File: config.mk
export PLATFORM = sky130hd
export DESIGN_NAME = addsub_seq16
export DESIGN_NICKNAME = d
export VERILOG_FILES = /design/src/rtl/addsub_seq16_pkg.sv /design/src/rtl/addsub_seq16_nibble_add4.sv /design/src/rtl/addsub_seq16.sv
export SDC_FILE = /design/constraint.sdc
export NUM_CORES = 1
export LEC_CHECK = 0
export BUFFER_PORTS_ARGS = -buffer_cell sky130_fd_sc_hd__buf_2
export CAP_MARGIN = 10
export CORE_MARGIN = 1
export CORE_UTILIZATION = 40
export DETAILED_ROUTE_END_ITERATION = 7
export MAX_ROUTING_LAYER = met4
export PLACE_DENSITY_LB_ADDON = 0.2
export SYNTH_ARGS = -nofsm -noshare
export SYNTH_HDL_FRONTEND = slang
export SYNTH_HIERARCHICAL = 1
export SYNTH_SLANG_ARGS = --single-unit
export TNS_END_PERCENT = 1
File: constraint.sdc
create_clock -name CLK -period 7.6 [get_ports CLK]
set_clock_uncertainty 0.05 [all_clocks]
set_input_delay 0 -clock CLK [delete_from_list [all_inputs] [get_ports CLK]]
set_output_delay 0 -clock CLK [all_outputs]
set_load 0.01 [all_outputs]
File: src/rtl/addsub_seq16_pkg.sv
// Shared definitions for the nibble-serial adder/subtractor.
package addsub_seq16_pkg;

  // Width of the arithmetic slice processed each cycle.
  localparam int unsigned NibbleW = 4;

  typedef enum logic [1:0] {
    StIdle,
    StRun,
    StFin
  } state_e;

endpackage

File: src/rtl/addsub_seq16_nibble_add4.sv
// nibble_add4: combinational 4-bit adder slice with explicit carry-in and carry-out.
module nibble_add4
  import addsub_seq16_pkg::*;
(
  input  logic [NibbleW-1:0] a_i,
  input  logic [NibbleW-1:0] b_i,
  input  logic               cin_i,
  output logic [NibbleW-1:0] sum_o,
  output logic               cout_o
);

  // Plain ripple sum of both nibbles plus the incoming carry.
  always_comb begin
    {cout_o, sum_o} = {1'b0, a_i} + {1'b0, b_i} + {{NibbleW{1'b0}}, cin_i};
  end

endmodule

File: src/rtl/addsub_seq16.sv
// addsub_seq16: nibble-serial adder/subtractor, one nibble per clock, LSB first.
// Optional feature macro ADDSUB_SEQ_CHAIN_EN adds a CHAIN input that seeds the
// running carry with the raw carry of the previous operation (multi-word arithmetic).
module addsub_seq16
  import addsub_seq16_pkg::*;
#(
  parameter int unsigned NIBBLES = 4
) (
  input  logic                       CLK,
  input  logic                       RST_N,
  input  logic                       START,
  input  logic                       SUB,
  input  logic [NibbleW*NIBBLES-1:0] A,
  input  logic [NibbleW*NIBBLES-1:0] B,
`ifdef ADDSUB_SEQ_CHAIN_EN
  input  logic                       CHAIN,
`endif
  output logic                       BUSY,
  output logic                       DONE,
  output logic [NibbleW*NIBBLES-1:0] ANS,
  output logic                       CY_BR_OUT,
  output logic                       OVF
);

  localparam int unsigned W       = NibbleW * NIBBLES;
  localparam int unsigned IdxW    = (NIBBLES > 1) ? $clog2(NIBBLES) : 1;
  localparam logic [IdxW-1:0] LastIdx = IdxW'(NIBBLES - 1);

  state_e            state_q, state_d;
  logic [IdxW-1:0]   idx_q, idx_d;
  logic [W-1:0]      a_q, a_d;
  logic [W-1:0]      b_q, b_d;
  logic              sub_q, sub_d;
  logic              carry_q, carry_d;
  logic [W-1:0]      ans_q, ans_d;
  logic              cy_q, cy_d;
  logic              ovf_q, ovf_d;
`ifdef ADDSUB_SEQ_CHAIN_EN
  logic              raw_cy_q, raw_cy_d;
`endif

  logic [NibbleW-1:0] nib_a, nib_b, nib_sum;
  logic               nib_cout;

  // Select the current nibble; subtraction feeds the inverted B nibble.
  always_comb begin
    nib_a = a_q[idx_q*NibbleW +: NibbleW];
    nib_b = b_q[idx_q*NibbleW +: NibbleW] ^ {NibbleW{sub_q}};
  end

  nibble_add4 u_slice (
    .a_i    (nib_a),
    .b_i    (nib_b),
    .cin_i  (carry_q),
    .sum_o  (nib_sum),
    .cout_o (nib_cout)
  );

  // Next-state logic: latch operands on START, step one nibble per RUN cycle.
  always_comb begin
    state_d = state_q;
    idx_d   = idx_q;
    a_d     = a_q;
    b_d     = b_q;
    sub_d   = sub_q;
    carry_d = carry_q;
    ans_d   = ans_q;
    cy_d    = cy_q;
    ovf_d   = ovf_q;
`ifdef ADDSUB_SEQ_CHAIN_EN
    raw_cy_d = raw_cy_q;
`endif
    unique case (state_q)
      StIdle: begin
        if (START) begin
          state_d = StRun;
          a_d     = A;
          b_d     = B;
          sub_d   = SUB;
          idx_d   = '0;
`ifdef ADDSUB_SEQ_CHAIN_EN
          carry_d = CHAIN ? raw_cy_q : SUB;
`else
          carry_d = SUB;
`endif
        end
      end
      StRun: begin
        ans_d[idx_q*NibbleW +: NibbleW] = nib_sum;
        carry_d = nib_cout;
        idx_d   = idx_q + 1'b1;
        if (idx_q == LastIdx) begin
          state_d = StFin;
          // Carry out for add, borrow (inverted carry) for subtract.
          cy_d    = nib_cout ^ sub_q;
          // Like-signed operands (after B inversion) producing a different sign.
          ovf_d   = (a_q[W-1] == (b_q[W-1] ^ sub_q)) && (nib_sum[NibbleW-1] != a_q[W-1]);
`ifdef ADDSUB_SEQ_CHAIN_EN
          raw_cy_d = nib_cout;
`endif
        end
      end
      StFin: begin
        state_d = StIdle;
      end
      default: begin
        state_d = StIdle;
      end
    endcase
  end

  // State and datapath registers with asynchronous active-low reset.
  always_ff @(posedge CLK or negedge RST_N) begin
    if (!RST_N) begin
      state_q <= StIdle;
      idx_q   <= '0;
      a_q     <= '0;
      b_q     <= '0;
      sub_q   <= 1'b0;
      carry_q <= 1'b0;
      ans_q   <= '0;
      cy_q    <= 1'b0;
      ovf_q   <= 1'b0;
`ifdef ADDSUB_SEQ_CHAIN_EN
      raw_cy_q <= 1'b0;
`endif
    end else begin
      state_q <= state_d;
      idx_q   <= idx_d;
      a_q     <= a_d;
      b_q     <= b_d;
      sub_q   <= sub_d;
      carry_q <= carry_d;
      ans_q   <= ans_d;
      cy_q    <= cy_d;
      ovf_q   <= ovf_d;
`ifdef ADDSUB_SEQ_CHAIN_EN
      raw_cy_q <= raw_cy_d;
`endif
    end
  end

  // Output decode.
  always_comb begin
    BUSY      = (state_q != StIdle);
    DONE      = (state_q == StFin);
    ANS       = ans_q;
    CY_BR_OUT = cy_q;
    OVF       = ovf_q;
  end

endmodule

==> impl_metrics.ini <==
[run_status]
run_status = finished with violations
failed_checks = DRC

[setup_path]
timing.critical_path.from_type = flop
r2r-end = OVF
register_to_register_path_setup_slack_ns = 4.36
reg2reg_from = idx_q[0]
timing_worst_setup_path_type = flop to flop
worst_ep_arrival_time_ns = 3.42
endpoint_kind = flop
timing.critical_path.fanout_max = 15
timing.critical_path.required_ns = 7.78
worst-r2r-cell-count = 9

[floorplan]
chipWidth_um = 84.0
io-pin-count = 56
standard_cell_row_count = 29
core_area_sq_um = 6420
die_h_um = 84.0
initial_utilization = 0.418
die-area_sq_um = 7050

[placed_design]
numPortBuffers = 55
detailedPlacementHpwl_um = 3620
routabilityCongestion = 0.768

[clocking]
worst_skew_late_latency_ns = 0.30
cts-resized-gates = 0
path_clk_slew_ns = 0.09
cts_made_buffers = 5
cts.sink_count = 56
cts-hold-fix-buffers = 34
cts-root-buf = clkbuf_8
bufs_on_longest_clock_path = 2
post-cts-setup-buffer-count = 0
cts_htree_levels = 2
cts_tree = built

[run]
max_cap_viols = 0

[sta]
period_minus_slack_ns = 3.24
slew_viol_final = 0
timing.slew.headroom = 0.528
timing.final.setup_violations = 0
final_hold_viol_count = 0
post-route-period-util = 0.426
timing.fmax_mhz = 309
hold-worst-slack_ns = 0.298
worstMarginPinSlew_ns = 0.707
unrepaired_setup_endpoints_after_global_routing = false
fin_setup_tns_ns = 0

[synthesis]
syn-mean-instance-area_sq_um = 14.9
synth_fp_nets = 226
post_synth_num_cell_types = 36
asr_flop_ratio_synth = 1.00
synth_ff_type = dfrtp_1
yosys-top-cells-area = dfrtp_1 (52%), mux2_2 (14%), mux4_2 (5.9%)
synth_edf_count = 0
synth-seq-area-share = 0.521
synth-seq-cells = 56
synthesized_cell_area_sq_um = 2690
synth_top_area_cell = dfrtp_1
syn_inst = 180
yosysTopAreaCellShare = 0.521
synth.yosys.warnings = 6

[global_route]
grt_start_max_net_pins = 57
grt_remaining_overflow = 0
track_usage = 0.179
grt_most_used_layer = met2
globalRouteMet3Util = 0.0336
groute.layer.met2.usage = 0.299
antenna_found_initial = 0
first_global_vias = 1921
gr-usage-met1 = 0.226
wire_length_of_the_first_global_routing_pass_um = 9580

[routing]
wl_um = 5450
viasPerCell = 5.08
route.vias.total = 1773
first_pass_iters = 6
remaining_drc_errors = 6
final_routed_wire_length_divided_by_cell_count_um = 15.6
drt.antenna.violating_nets = 0
initialDrtViolationCount = 77

[worst_hold_path]
timing.hold.worst.class = primary input to asynchronous set/reset pin

[finish]
finish.net_count = 317
multi_input_comb_area_sq_um = 1210
layout.filler_cells = 554
final_layout_size_suffix_gt1_frac = 0.419
insertedDiodeCount = 0
regArea_sq_um = 1400
flow.area_growth_from_synthesis_pct = 29.8

[pwr]
leakagePower_nw = 1.63
max-vdd-ir-drop_mv = 0.281
power_per_cell_area_nw_per_um2 = 482
## worst max-delay path, cell delays in order (launching register included)
cell and delay [ns]:
dfrtp_1 0.81, mux4_1 0.66, xor2_1 0.17, fa_1 0.44, a21o_1 0.18, a21oi_2 0.15, xnor2_1 0.29, nor2b_1 0.20
mux2i_1 0.07, o21ai_0 0.13
## cells in the final DEF (no fill, tap or decap), types with 2 or more instances in the layout
cell	netlist	routed
fa_1	2	2
nand2b_1	2	2
clkbuf_8	1	7
xnor2_1	4	4
o21ai_0	4	4
nor2b_1	4	4
xor2_1	4	4
ha_1	8	8
inv_1	7	7
dfrtp_1	56	56
nand2_1	5	5
nor4b_4	3	3
a22o_1	16	16
mux2_2	33	33
buf_4	1	2
nand3b_2	2	2
dlygate4sd3_1	0	34
mux4_2	7	7
buf_2	2	55
## state kept, by name (all words and copies together) (netlist names)
signal and flops:
a_q 16, b_q 16, state_q 2, OVF 1, idx_q 2, ANS 16
carry_q 1, sub_q 1, CY_BR_OUT 1
## report_power, final
group | total (mW) | leakage [nW] | internal [mW] | switching, mW
Clock | 0.209 | 0.0645 | 0.116 | 0.0927
Combinational | 0.931 | 0.869 | 0.447 | 0.484
Sequential | 0.541 | 0.695 | 0.431 | 0.110
Total | 1.68 | 1.63 | 0.994 | 0.686
## cell families after synthesis
logic type / count (synthesis) / synth area share
flip-flops: 56 / 0.521
multiplexers: 42 / 0.210
AO/OA/AOI/OAI: 25 / 0.0750
AND/OR/NAND/NOR: 25 / 0.0838
buffers and inverters: 14 / 0.0312
adder cells (fa/ha/maj): 10 / 0.0521
XOR/XNOR: 8 / 0.0261
## area by class of cell
| cell class | instances | area share |
|---|---|---|
| multi-input cells | 110 | 0.346 |
| clock buffers | 7 | 0.0276 |
| repair buffers | 91 | 0.181 |
| clock inverters | 1 | 0.00861 |
| flip-flops and latches | 56 | 0.402 |
| inverters | 7 | 0.00753 |
| well taps | 77 | 0.0276 |
## worst max-delay path by stage
stage                   end      from  slack (ns)
floorplan           carry_q  idx_q[0]        5.00
global placement        OVF  idx_q[0]        4.43
detailed placement      OVF  idx_q[0]        4.33
CTS                     OVF  idx_q[0]        4.30
global route            OVF  idx_q[0]        4.09
finish                  OVF  idx_q[0]        4.36
## through the flow
step / setup WS (ns) / util / instance area [sq um] / power (mW) / std cells
global placement: 4.43 / 0.471 / 3020 / 1.44 / 307
floorplan: 5.00 / - / 2690 / 1.22 / 180
detailed placement: 4.33 / 0.471 / 3020 / 1.47 / 307
global route: 4.09 / 0.543 / 3490 / 1.82 / 349
CTS: 4.30 / 0.543 / 3490 / 1.70 / 349
finish: 4.36 / 0.543 / 3490 / 1.68 / 349
## cell usage after synthesis (all sizes together) (2+ instances only)
library cell and instances:
a22o 16, buf 5, clkbuf 2, dfrtp 56, fa 2, ha 8, inv 7, mux2 33
mux4 8, nand2 5, nand2b 2, nand3b 3, nor2b 4, nor3b 2, nor4b 4, o21ai 4
xnor2 4, xor2 4
## metal layers
metal  vias to the layer above  share of wire
li1                        838              -
met1                       895           0.45
met2                        35           0.51
met3                         5          0.030
met4                         0         0.0057
met5                         -              0
(Power assumes the default switching activity.)
